--- config.mk ---
export PLATFORM = sky130hd
export DESIGN_NAME = prng_lfsr_param_flat
export DESIGN_NICKNAME = d
export VERILOG_FILES = /design/src/rtl/prng_lfsr_param_if.sv /design/src/rtl/prng_lfsr_param.sv /design/src/flat_wrapper.sv
export SDC_FILE = /design/constraint.sdc
export NUM_CORES = 1
export LEC_CHECK = 0
export ABC_AREA = 1
export BUFFER_PORTS_ARGS = -buffer_cell sky130_fd_sc_hd__buf_2
export CAP_MARGIN = 20
export CORE_MARGIN = 2
export CORE_UTILIZATION = 47
export DETAILED_ROUTE_END_ITERATION = 16
export PLACE_DENSITY = 0.7
export SLEW_MARGIN = 20
export SYNTH_ARGS = -nofsm -noshare
export SYNTH_HDL_FRONTEND = slang
export SYNTH_SLANG_ARGS = --single-unit
export TNS_END_PERCENT = 1
--- constraint.sdc ---
create_clock -name clock -period 1.2 [get_ports clock]
set_input_delay 0.24 -clock clock [delete_from_list [all_inputs] [get_ports clock]]
set_output_delay 0.24 -clock clock [all_outputs]
set_load 0.02 [all_outputs]
--- src/rtl/prng_lfsr_param_if.sv ---
// Control/data bundle between the chip io wrapper (master) and the PRNG core (slave).
// The wrapper supplies the seed and requests; the core returns the latest word and its status.
interface prng_lfsr_param_if #(
  parameter int WIDTH = 8
);
  logic             seed_load;
  logic [WIDTH-1:0] seed;
  logic             en;
  logic             free_run;
  logic [WIDTH-1:0] rand_num;
  logic             valid;
  logic             busy;

  modport master (
    output seed_load, seed, en, free_run,
    input  rand_num, valid, busy
  );

  modport slave (
    input  seed_load, seed, en, free_run,
    output rand_num, valid, busy
  );
endinterface

--- src/rtl/prng_lfsr_param.sv ---
// Galois-LFSR pseudo-random word generator with a configurable number of whitening steps per word.
// Provides single-shot and free-running modes, a zero-seed guard and abort-on-reseed.
module prng_lfsr_param #(
  parameter int               WIDTH        = 8,
  parameter logic [WIDTH-1:0] TAPS         = WIDTH'(8'hB8),
  parameter int               STEPS        = 4,
  parameter logic [WIDTH-1:0] DEFAULT_SEED = WIDTH'(1)
) (
  input  logic              clock,
  input  logic              reset_n,
  prng_lfsr_param_if.slave  bus
);

  typedef enum logic {
    IDLE = 1'b0,
    RUN  = 1'b1
  } state_e;

  // Counter index of the final step of a word; STEPS is limited to 1..15.
  localparam logic [3:0] LAST_CNT = 4'(STEPS - 1);

  state_e           state_q, state_d;
  logic [3:0]       cnt_q, cnt_d;
  logic [WIDTH-1:0] lfsr_q, lfsr_d;
  logic [WIDTH-1:0] rand_q, rand_d;
  logic             valid_q, valid_d;

  logic [WIDTH-1:0] lfsr_stepped;
  logic [WIDTH-1:0] seed_safe;

  function automatic logic [WIDTH-1:0] galois_step(input logic [WIDTH-1:0] s);
    logic [WIDTH-1:0] r;
    r = s >> 1;
    if (s[0]) begin
      r = r ^ TAPS;
    end
    return r;
  endfunction

  assign lfsr_stepped = galois_step(lfsr_q);
  // An all-zero state would lock the LFSR forever, so zero seeds are replaced.
  assign seed_safe    = (bus.seed == '0) ? DEFAULT_SEED : bus.seed;

  // NOTE: every always_comb output gets a default first so no path leaves it unassigned (no latch).
  always_comb begin
    state_d = state_q;
    cnt_d   = cnt_q;
    lfsr_d  = lfsr_q;
    rand_d  = rand_q;
    valid_d = 1'b0;

    unique case (state_q)
      IDLE: begin
        if (bus.seed_load) begin
          lfsr_d = seed_safe;
        end else if (bus.en || bus.free_run) begin
          state_d = RUN;
          cnt_d   = '0;
        end
      end

      RUN: begin
        if (bus.seed_load) begin
          lfsr_d  = seed_safe;
          state_d = IDLE;
          cnt_d   = '0;
        end else begin
          lfsr_d = lfsr_stepped;
          if (cnt_q == LAST_CNT) begin
            rand_d  = lfsr_stepped;
            valid_d = 1'b1;
            cnt_d   = '0;
            state_d = bus.free_run ? RUN : IDLE;
          end else begin
            cnt_d = cnt_q + 4'd1;
          end
        end
      end

      default: begin
        state_d = IDLE;
        cnt_d   = '0;
      end
    endcase
  end

  // NOTE: registers use non-blocking assignments so all state updates see pre-edge values.
  always_ff @(posedge clock or negedge reset_n) begin
    if (!reset_n) begin
      state_q <= IDLE;
      cnt_q   <= '0;
      lfsr_q  <= DEFAULT_SEED;
      rand_q  <= '0;
      valid_q <= 1'b0;
    end else begin
      state_q <= state_d;
      cnt_q   <= cnt_d;
      lfsr_q  <= lfsr_d;
      rand_q  <= rand_d;
      valid_q <= valid_d;
    end
  end

  assign bus.rand_num = rand_q;
  assign bus.valid    = valid_q;
  assign bus.busy     = (state_q == RUN);

endmodule

--- src/flat_wrapper.sv ---
// flat-port wrapper written by rule: the top's interface ports become plain ports
module prng_lfsr_param_flat 
#(
  parameter int               WIDTH        = 8,
  parameter logic [WIDTH-1:0] TAPS         = WIDTH'(8'hB8),
  parameter int               STEPS        = 4,
  parameter logic [WIDTH-1:0] DEFAULT_SEED = WIDTH'(1)
)
  (clock, reset_n, bus_seed_load, bus_seed, bus_en, bus_free_run, bus_rand_num, bus_valid, bus_busy);
  prng_lfsr_param_if #(.WIDTH(WIDTH)) bus_i ();
  input  logic clock;
  input  logic reset_n;
  input wire logic [$bits(bus_i.seed_load)-1:0] bus_seed_load;
  input wire logic [$bits(bus_i.seed)-1:0] bus_seed;
  input wire logic [$bits(bus_i.en)-1:0] bus_en;
  input wire logic [$bits(bus_i.free_run)-1:0] bus_free_run;
  output wire logic [$bits(bus_i.rand_num)-1:0] bus_rand_num;
  output wire logic [$bits(bus_i.valid)-1:0] bus_valid;
  output wire logic [$bits(bus_i.busy)-1:0] bus_busy;
  assign bus_i.seed_load = bus_seed_load;
  assign bus_i.seed = bus_seed;
  assign bus_i.en = bus_en;
  assign bus_i.free_run = bus_free_run;
  assign bus_rand_num = bus_i.rand_num;
  assign bus_valid = bus_i.valid;
  assign bus_busy = bus_i.busy;
  prng_lfsr_param #(.WIDTH(WIDTH), .TAPS(TAPS), .STEPS(STEPS), .DEFAULT_SEED(DEFAULT_SEED)) u_core (.clock(clock), .reset_n(reset_n), .bus(bus_i));
endmodule
### Word level (Yosys, flattened, before mapping)

Index checks and enable logic that the tools add are counted.

| cells by class | value |
|---|---|
| add/sub/neg operators | 1 |
| reductions and logical operators | 4 |
| bitwise gates (word level) | 3 |
| muxes and demuxes | 19 |
| eq/ne operators | 4 |

Operator list:

| operator | count |
|---|---|
| $mux W8 | 4 |
| $mux W4 | 4 |
| $pmux W8 S2 | 1 |
| $logic_not A8 Y1 | 1 |
| $mux W1 | 8 |
| $pmux W4 S2 | 1 |
| $add A4 B1 Y4 const B | 1 |
| $eq A4 B2 Y1 const B | 1 |
| $ne A2 B2 Y1 const B | 2 |
| $not A3 Y4 | 1 |
| $reduce_and A3 Y1 | 1 |
| $ne A2 B1 Y1 const B | 1 |
| $not A1 Y1 | 2 |
| $pmux W1 S2 | 1 |
| $reduce_and A2 Y1 | 1 |
| $logic_or A1 B1 Y1 | 1 |

| word-level totals | value |
|---|---|
| output and inout port bits | 10 |
| register bits after elaboration | 22 |
| bits of input ports | 13 |

### Longest topological paths before layout

Gate-level depths: netlist of run 1.

| depth | value |
|---|---|
| depth after elaboration | 4 |
| depth in mapped cells | 8 |

### Least setup slack after synthesis of run 1

Ideal clock, no wire load.

| timing path | value |
|---|---|
| path kind | reg2reg |
| start point | register u_core.cnt_q[0] |
| end point | register u_core.rand_q[7], in the netlist u_core.bus.rand_num[7] |
| arrival time | 1.110 ns |
| cell stages (with the launch flop) | 8 |
| path slack | -0.029 ns |
| path buffers | 1 |
| cells stage by stage | dfrtp_1 -> ha_1 -> nand3_2 -> nor2_8 -> inv_4 -> buf_6 -> nand2_2 -> o21ai_2 |

| on the way | value |
|---|---|
| word-level cells in the longest chain between the ends | 2 |

Ends and longest elaborated chain:

| element | line | source |
|---|---|---|
| from (decl) | prng_lfsr_param.sv:23 | `logic [3:0] cnt_q, cnt_d;` |
| from (signal assigned) | prng_lfsr_param.sv:97 | `cnt_q <= cnt_d;` |
| $eq A4 B2 Y1 | prng_lfsr_param.sv:69 | `if (cnt_q == LAST_CNT) begin` |
| $reduce_and A3 Y1 (no source line) | n/a |  |
| to (signal assigned) | prng_lfsr_param.sv:99 | `rand_q <= rand_d;` |
| to (decl) | prng_lfsr_param.sv:25 | `logic [WIDTH-1:0] rand_q, rand_d;` |

Every way passes these cells.
A chain may end at the register's enable or synchronous reset.

### Worst setup path after layout of run 1

| timing path | value |
|---|---|
| start point | register u_core.state_q, in the netlist u_core.bus.busy |
| end point | output bus_busy |

RTL lines:

| element | line | source |
|---|---|---|
| from (decl) | prng_lfsr_param.sv:22 | `state_e state_q, state_d;` |
| from (signal assigned) | prng_lfsr_param.sv:96 | `state_q <= state_d;` |
| to (decl) | flat_wrapper.sv:19 | `output wire logic [$bits(bus_i.busy)-1:0] bus_busy;` |

No word-level cell between the ends.

==> qor.yml, run 1 <==
routing:
  drc: 0
  drt_iter0_markers: 15
  dr_total_vias: 824
  wl_per_cell_um: 10.9
  ant_nets: 0
  vias_per_cell: 4.63
  routed_wl_um: 1940
  dr.pass1.iters: 4
cts:
  clockBufferDepth: 2
  cts.htree.levels: 1
  cts.sinks: 22
  cts-root-buf: "clkbuf_4"
  cts_tree: "built"
  path_clk_slew_ns: 0.13
  cts_buffers: 3
  clock_latency_ns: 0.31
status:
  status: "finished, final reports clean"
setup_path:
  cp_num_buf_inv: 1
  cp_slowest_cell: "dfrtp_1"
  path_max_fanout: 3
  critical_path_class: "reg2out"
  crit_chain: "buf_2"
  crit_path_max_incr_delay_ns: 0.43
  r2r_cells: 6
  cp-end-kind: "output port"
  cp.arrival_ns: 0.92
  path_delay_family: "flip-flops"
  crit_start: "u_core.bus.busy"
  reg2reg_slack_ns: 0.05
  timing.rr.end: "u_core.bus.rand_num[5]"
  startpoint_type: "flop"
  r2r-start: "u_core.cnt_q[0]"
  crit_required_ns: 0.96
min_path:
  min_from: "bus_seed[2]"
  hp-class: "in2reg"
  whs_path_depth: 3
  min_to: "u_core.lfsr_q[2]"
logic_synthesis:
  synth_nets: 133
  synth.avg_cell_area_sq_um: 8.90
  synth_warnings: 0
  async_flop_share_pct: 100
  synth_edf_count: 0
  synth-seq-cells: 22
  syn_area_sq_mm: 0.00106
  ys_seq_area_share_pct: 52.1
  ys.flop_type: "dfrtp_1"
  syn_inst: 119
  synth_cell_type_count: 22
finish:
  fin_util_pct: 60.4
  fin_nets: 165
  nFillCells: 214
  areaGrowthSynthToFinish_pct: 23.9
  final_cells: 178
  antenna_cells: 0
  drive_gt1_share_pct: 30.0
pwr:
  total_power_w: 0.00185
  p_per_area_mw_per_mm2: 1410
  irDropWorstVdd_mv: 0.721
  p_leak_nw: 0.735
placed_design:
  port_buffers: 22
  place_congestion: 0.763
  placedCellCount: 169
  dp_hpwl_um: 1510
floorplan:
  dieHeight_um: 51.5
  start_util_pct: 48.8
  row_count: 17
  die_w_um: 51.5
  core_area_sq_mm: 0.00217
  pin_count: 23
  die_area_sq_mm: 0.00265
global_route:
  grt_pass1_wl_um: 3320
  grt_pass1_vias: 840
  grt_usage_pct: 16.6
  gr-total-overflow: 0
  grt_max_degree: 23
  antenna_found_initial: 0
timing:
  final_max_slew_viol_count: 0
  min_period_over_period_pct: 96.3
  tns_ns: 0
  period_minus_slack_ns: 1.16
  fmax_mhz: 865
  hold_violations: 0
  worst_slew_pin_slew_ns: 0.467
  slew-limit-headroom_pct: 68.8
  fin_skew_ns: 0.0109
  grt_setup_unrepaired: "yes"
  setup_viol: 0
job:
  drv_cap: 0
final cells by class:
cell class                      count  area (sq um)  area share [%]
Sequential cell                    22           552            42.1
Multi-Input combinational cell     79           437            33.3
Timing Repair Buffer               29           165            12.6
Inverter                           16          70.1            5.34
Tap cell                           28          35.0            2.67
Clock inverter                      1          30.0            2.29
Clock buffer                        3          22.5            1.72
cells in the mapped netlist (all sizes together) (2+ instances only):
cell / number / share of area [%]
nor2: 6 / 3.7
nand3: 5 / 2.8
dfrtp: 21 / 50
xor2: 4 / 3.3
o21ai: 7 / 4.7
inv: 15 / 5.6
nand2: 49 / 19
buf: 2 / 2.1
o221ai: 3 / 2.5
cell usage in the layout, fill, tap and decap left out, types with 2 or more instances in the layout:
cell / synthesis / routed
clkbuf_4: 0 / 3
dfrtp_1: 21 / 21
nor2_1: 5 / 5
inv_1: 14 / 14
o21ai_0: 3 / 3
buf_4: 0 / 6
buf_2: 0 / 22
nand2_1: 46 / 46
xor2_1: 4 / 4
nand3_1: 4 / 4
nand2_2: 2 / 2
o221ai_1: 3 / 3
o21ai_2: 4 / 4
state kept, by name, indices dropped and copies added (netlist names):
name                 cells
u_core.bus.valid         1
u_core.lfsr_q            8
u_core.bus.busy          1
u_core.cnt_q             4
u_core.bus.rand_num      8
stage by stage:
stage	hold slack [ns]	setup WS [ns]	cell area (sq um)
after floorplan	-0.0556	0.0152	1070
after global placement	0.226	0.0572	1210
after detailed placement	0.225	0.000822	1210
after CTS	0.152	0.0222	1280
after global routing	0.159	-0.0111	1310
final	0.153	0.0444	1310
worst max-delay path by stage:
stage | to | slack [ns] | cells after the start
floorplan | u_core.bus.rand_num[7] | 0.02 | 7
global placement | u_core.bus.rand_num[1] | 0.06 | 6
detailed placement | u_core.bus.rand_num[2] | 0.0008 | 6
CTS | u_core.bus.rand_num[2] | 0.02 | 6
global route | u_core.bus.rand_num[5] | -0.01 | 6
finish | bus_busy | 0.04 | 1
what timing repair did:
item | in CTS | in global routing
resized for setup | 0 | 2
hold buffers | 1 | 0
hold endpoints to repair | 21 | 0
buffers inserted | 1 | 3
pin swaps | 1 | 2
setup endpoints to repair | 1 | 7
cells by family after synthesis:
group | count (synthesis) | synth area share (%)
DFF | 22 | 52.1
AOI/OAI and AO/OA | 13 | 8.98
adders and majority gates | 1 | 1.18
xor gates and xnor gates | 5 | 4.14
and+or+nand+nor | 60 | 25.1
buffers and inverters | 18 | 8.51
layer usage:
layer	global-route usage (%)	vias to the layer above	share of wire (%)	wire length [um]
li1	-	431	-	-
met1	21.0	371	48	931
met2	28.8	20	48	923
met3	1.75	2	3.0	58
met4	6.58	0	1.3	25
met5	0	-	0	0
where the power goes:
part	switching (W)	total [W]	internal, W
Combinational	0.000238	0.000386	0.000148
Clock	0.000223	0.000561	0.000338
Sequential	0.0000631	0.000902	0.000839
(Power assumes the default switching activity.)
==> run 2: changes to the inputs <==
--- a/config.mk
+++ b/config.mk
@@ -6,7 +6,7 @@
 export NUM_CORES = 1
 export LEC_CHECK = 0
 export ABC_AREA = 1
-export BUFFER_PORTS_ARGS = -buffer_cell sky130_fd_sc_hd__buf_2
+export BUFFER_PORTS_ARGS = -buffer_cell sky130_fd_sc_hd__buf_4
 export CAP_MARGIN = 20
 export CORE_MARGIN = 2
 export CORE_UTILIZATION = 47
==> qor.yml, run 2 (same netlist as run 1, synthesis figures left out) <==
setup_path:
  path_delay_family: "flip-flops"
  cp_slowest_cell: "dfrtp_1"
  critical_path_class: "reg2out"
  crit_chain: "buf_4"
  crit_path_max_incr_delay_ns: 0.44  # about the same
  r2r_cells: 6  # unchanged
  cp-end-kind: "output port"
  cp.arrival_ns: 0.91  # about the same
  worst-path-stages: 1  # unchanged
  crit_required_ns: 0.96  # about the same
  cp_num_buf_inv: 1  # unchanged
  path_max_fanout: 3  # unchanged
  startpoint_type: "flop"
global_route:
  grt_pass1_wl_um: 3260  # -1.9%
  grt_usage_pct: 16.7  # +0.062 points
  gr-total-overflow: 0  # unchanged
  grt_max_degree: 23  # unchanged
  antenna_found_initial: 0  # unchanged
  grt_pass1_vias: 768  # -8.6%
timing:
  fin_skew_ns: 0.00754  # -0.00337 ns
  min_period_over_period_pct: 96.2  # -0.098 points
  setup_viol: 0  # unchanged
  fmax_mhz: 866  # +0.10%
  hold_violations: 0  # unchanged
  worst_slew_pin_slew_ns: 0.273  # -0.195 ns
  period_minus_slack_ns: 1.15  # -0.00117 ns
  slew-limit-headroom_pct: 81.8  # +13 points
  final_max_slew_viol_count: 0  # unchanged
  tns_ns: 0  # unchanged
  grt_setup_unrepaired: "yes"
cts:
  cts.sinks: 22  # unchanged
  cts.htree.levels: 1  # unchanged
  cts_buffers: 3  # unchanged
  cts-root-buf: "clkbuf_4"
  cts_tree: "built"
  clockBufferDepth: 2  # unchanged
  clock_latency_ns: 0.31  # about the same
  path_clk_slew_ns: 0.12  # about the same
min_path:
  hp-class: "in2reg"
  whs_path_depth: 3  # unchanged
finish:
  fin_nets: 162  # -1.8%
  layout.cells.most_common: "nand2_1"
  nFillCells: 204  # -4.7%
  layout_common_cells: "45 x nand2_1, 25 x buf_4, 21 x dfrtp_1"
  drive_gt1_share_pct: 29.3  # -0.75 points
  antenna_cells: 0  # unchanged
  areaGrowthSynthToFinish_pct: 27.2
floorplan:
  row_count: 17  # unchanged
  dieHeight_um: 51.5  # unchanged
  die_area_sq_mm: 0.00265  # unchanged
  pin_count: 23  # unchanged
  start_util_pct: 48.8  # unchanged
  core_area_sq_mm: 0.00217  # unchanged
  die_w_um: 51.5  # unchanged
pwr:
  switching_share_pct: 27.8  # -0.51 points
  total_power_w: 0.00188  # +1.7%
  p_int_w: 0.00136  # +2.4%
  p_per_area_mw_per_mm2: 1400  # -0.93%
  p_switching_w: 0.000524  # -0.12%
  pwr-share-seq_pct: 48.2  # -0.6 points
  pwr-share-clk_pct: 29.8  # -0.5 points
  power_frac_comb_pct: 22.0  # +1.1 points
  p_leak_nw: 0.732  # -0.40%
  irDropWorstVdd_mv: 0.755  # +4.7%
status:
  status: "finished, final reports clean"
routing:
  wl_per_cell_um: 10.6  # -3.0%
  routed_wl_um: 1850  # -4.6%
  dr_total_vias: 817  # -0.85%
  drt_iter0_markers: 16  # +1
  dr.pass1.iters: 4  # unchanged
  drc: 0  # unchanged
  vias_per_cell: 4.67  # +0.85%
  ant_nets: 0  # unchanged
job:
  drv_cap: 0  # unchanged
placed_design:
  port_buffers: 22  # unchanged
  dp_hpwl_um: 1470  # -2.4%
  place_congestion: 0.733  # -4.0%
## run 2: changes by cell type in the layout (fill, tap and decap cells not counted)
cell / previous run / this run
buf_2: 22 / 0
buf_4: 6 / 25
nand2_1: 46 / 45
nand2_2: 2 / 3
## run 2: final timing paths
| path | startpoint | slack [ns] | endpoint |
|---|---|---|---|
| worst max-delay path | u_core.bus.busy | 0.05 | bus_busy |
| worst min-delay path | bus_seed[1] | 0.14 | u_core.lfsr_q[1] |
| worst max register to register | u_core.cnt_q[0] | 0.06 | u_core.bus.rand_num[2] |
| worst min register to register | u_core.bus.rand_num[6] | 0.49 | u_core.bus.rand_num[6] |
| max in group asynchronous | reset_n | 0.58 | u_core.lfsr_q[0] |
| min in group asynchronous | reset_n | 0.34 | u_core.lfsr_q[1] |
## run 2: power by group through the flow
stage / Combinational (W) / Clock (W) / Sequential (W)
final: 0.000413 / 0.000561 / 0.000907
after global routing: 0.000466 / 0.000587 / 0.000920
after CTS: 0.000413 / 0.000570 / 0.000904
after detailed placement: 0.000409 / 0 / 0.000919
after global placement: 0.000404 / 0 / 0.000914
after floorplan: 0.000176 / 0 / 0.000977
## run 2: metrics by stage
stage | util (%) | instances | worst slack (ns) | instance area, sq um | hold slack, ns
global route | 62.1 | 175 | -0.0131 | 1350 | 0.149
CTS | 60.3 | 172 | 0.00737 | 1310 | 0.137
floorplan | - | 119 | 0.0152 | 1070 | -0.0556
global placement | 57.4 | 167 | 0.0570 | 1250 | 0.139
finish | 62.1 | 175 | 0.0456 | 1350 | 0.137
detailed placement | 57.4 | 167 | 0.0122 | 1250 | 0.140
## run 2: layout make-up
cell class                 instances  area, sq um  share of cell area [%]
sequential                        22          552                    41.0
multi-input combinational         79          439                    32.6
timing repair buffer              26          198                    14.7
inverter                          16         70.1                    5.20
tap                               28         35.0                    2.60
clock inverter                     1         30.0                    2.23
clock buffer                       3         22.5                    1.67
## run 2: worst min-delay path, stage by stage
cell and delay (ns):
buf_4 0.08, nand2_1 0.04, o221ai_1 0.06
## run 2: timing repair
action                                  in CTS  in global routing
resized for setup                            0                  3
hold buffers                                 1                  0
hold endpoints to repair                    21                  0
setup buffers                                0                  3
endpoints found under the setup margin       0                  8
## run 2: per-layer routing
| layer | vias to the layer above | global-route usage (%) | wire [um] |
|---|---|---|---|
| met5 | - | 0 | 0 |
| met4 | 0 | 9.21 | 48 |
| met3 | 5 | 1.75 | 82 |
| met2 | 25 | 27.8 | 846 |
| met1 | 360 | 21.0 | 872 |
| li1 | 427 | - | - |
==> run 3: changes to the inputs <==
--- a/config.mk
+++ b/config.mk
@@ -9,9 +9,9 @@
 export BUFFER_PORTS_ARGS = -buffer_cell sky130_fd_sc_hd__buf_4
 export CAP_MARGIN = 20
 export CORE_MARGIN = 2
-export CORE_UTILIZATION = 47
+export CORE_UTILIZATION = 35
 export DETAILED_ROUTE_END_ITERATION = 16
-export PLACE_DENSITY = 0.7
+export PLACE_DENSITY = 0.63
 export SLEW_MARGIN = 20
 export SYNTH_ARGS = -nofsm -noshare
 export SYNTH_HDL_FRONTEND = slang
==> qor.yml, run 3 (same netlist as run 1, synthesis figures left out) <==
status:
  status: "finished, final reports clean"
cts:
  clockBufferDepth: 2  # unchanged
  path_clk_slew_ns: 0.13  # about the same
  cts.htree.levels: 1  # unchanged
  clock_latency_ns: 0.31  # about the same
  cts-root-buf: "clkbuf_4"
  cts_buffers: 3  # unchanged
  cts_tree: "built"
  cts.sinks: 22  # unchanged
finish:
  layout_common_cells: "43 x nand2_1, 23 x buf_4, 21 x dfrtp_1"
  fin_nets: 160  # -1.2%
  antenna_cells: 0  # unchanged
  areaGrowthSynthToFinish_pct: 26.8
  fin_util_pct: 47.9  # -14 points
  drive_gt1_share_pct: 29.7  # +0.40 points
  layout.cells.most_common: "nand2_1"
  nFillCells: 273  # +34%
  final_cells: 176  # +0.57%
min_path:
  hp-class: "in2reg"
setup_path:
  cp_num_buf_inv: 1  # unchanged
  critical_path_class: "reg2out"
  crit_chain: "buf_4"
  cp_slowest_cell: "dfrtp_1"
  startpoint_type: "flop"
  path_max_fanout: 3  # unchanged
  path_delay_family: "flip-flops"
  crit_required_ns: 0.96  # about the same
  cp.arrival_ns: 0.93  # +0.02 ns
  crit_path_max_incr_delay_ns: 0.45  # about the same
  cp-end-kind: "output port"
timing:
  fmax_mhz: 855  # -1.2%
  grt_setup_unrepaired: "yes"
  setup_ws_ns: 0.0310  # -0.0146 ns
  slew-limit-headroom_pct: 81.1  # -0.69 points
  min_period_over_period_pct: 97.4  # +1.2 points
  worst_slew_pin_slew_ns: 0.283  # +0.0103 ns
  setup_viol: 0  # unchanged
  hold_violations: 0  # unchanged
  period_minus_slack_ns: 1.17  # +0.0146 ns
  fin_skew_ns: 0.00717  # -0.000368 ns
  final_max_slew_viol_count: 0  # unchanged
routing:
  wl_per_cell_um: 10.9  # +3.1%
  drc: 0  # unchanged
  vias_per_cell: 4.69  # +0.53%
  dr_total_vias: 826  # +1.1%
  dr.pass1.iters: 4  # unchanged
  ant_nets: 0  # unchanged
  routed_wl_um: 1920  # +3.7%
  drt_iter0_markers: 16  # unchanged
floorplan:
  row_count: 19  # +2
  core_area_sq_mm: 0.00281  # +29%
  die_w_um: 59.0  # +15%
  pin_count: 23  # unchanged
  dieHeight_um: 59.0  # +15%
  start_util_pct: 37.7  # -11 points
  die_area_sq_mm: 0.00348  # +31%
job:
  drv_cap: 0  # unchanged
global_route:
  grt_max_degree: 23  # unchanged
  grt_pass1_vias: 782  # +1.8%
  gr-total-overflow: 0  # unchanged
  grt_pass1_wl_um: 3270  # +0.43%
  antenna_found_initial: 0  # unchanged
  grt_usage_pct: 12.4  # -4.2 points
placed_design:
  place_congestion: 0.734  # about the same
  placedCellCount: 170  # +1.8%
  port_buffers: 22  # unchanged
  dp_hpwl_um: 1510  # +2.3%
  dp_slack_ns: 0.0157  # +0.00350 ns
pwr:
  switching_share_pct: 28.5  # +0.65 points
  irDropWorstVdd_mv: 0.576  # -24%
  p_leak_nw: 0.724  # -1.2%
  p_int_w: 0.00136  # +0.31%
  power_frac_comb_pct: 22.1  # about the same
  pwr-share-seq_pct: 47.7  # -0.5 points
  p_per_area_mw_per_mm2: 1420  # +1.5%
  p_switching_w: 0.000542  # +3.6%
  total_power_w: 0.00190  # +1.2%
  pwr-share-clk_pct: 30.2  # +0.4 points
[run 3: cell types whose count changed in the layout (fill, tap and decap cells not counted), sizes merged]
cell	previous run	this run
buf	25	23
[run 3: area by class of cell]
| class | count | area, sq um | area share (%) |
|---|---|---|---|
| flip-flops and latches | 22 | 552 | 41.1 |
| multi-input cells | 79 | 444 | 33.1 |
| repair buffers | 24 | 183 | 13.6 |
| inverters | 16 | 72.6 | 5.41 |
| well taps | 31 | 38.8 | 2.89 |
| clock inverters | 1 | 30.0 | 2.24 |
| clock buffers | 3 | 22.5 | 1.68 |
[run 3: worst paths after layout]
kind                                         from                     end  slack [ns]  cells after the start
setup / recovery                  u_core.bus.busy                bus_busy        0.03                      1
hold / removal                        bus_seed[2]        u_core.lfsr_q[2]        0.13                      3
setup reg to reg                  u_core.cnt_q[1]  u_core.bus.rand_num[2]        0.06                      6
hold reg to reg            u_core.bus.rand_num[6]  u_core.bus.rand_num[6]        0.49                      2
max in group asynchronous                 reset_n        u_core.lfsr_q[0]        0.60                      2
min in group asynchronous                 reset_n        u_core.lfsr_q[1]        0.33                      2
[run 3: timing repair]
action | 4_1_cts | 5_1_grt
hold buffers | 1 | 0
endpoints found under the hold margin | 21 | 0
gates resized for setup | 0 | 6
setup buffers | 0 | 1
setup endpoints to repair | 0 | 9
[run 3: worst register-to-register path, delay by kind of cell, from the launching register on]
kind | cells | cell delay (ns)
buffers and inverters | 1 | 0.07
flip-flops | 1 | 0.44
AO/OA/AOI/OAI | 1 | 0.05
adder cells (fa/ha/maj) | 1 | 0.18
AND/OR/NAND/NOR | 3 | 0.32
[run 3: power groups by stage]
stage	Sequential (W)	Combinational, W	Clock [W]
6_report	0.000908	0.000420	0.000575
5_1_grt	0.000920	0.000468	0.000613
4_1_cts	0.000904	0.000415	0.000586
3_5_place_dp	0.000919	0.000412	0
3_3_place_gp	0.000915	0.000408	0
2_1_floorplan	0.000977	0.000176	0
[run 3: metrics by stage]
step,hold WS [ns],TNS [ns],cell area [sq um]
global placement,0.144,0,1250
finish,0.132,0,1340
detailed placement,0.147,0,1250
floorplan,-0.0556,0,1070
CTS,0.128,0,1310
global route,0.142,-0.0340,1340
[run 3: metal layers]
layer / wire [um] / vias up / GRT usage, % / share of wire, %
met5: 0 / - / 0 / 0
met4: 15 / 0 / 4.87 / 0.78
met3: 87 / 2 / 3.28 / 4.5
met2: 861 / 16 / 19.5 / 45
met1: 955 / 383 / 16.5 / 50
li1: - / 425 / - / -
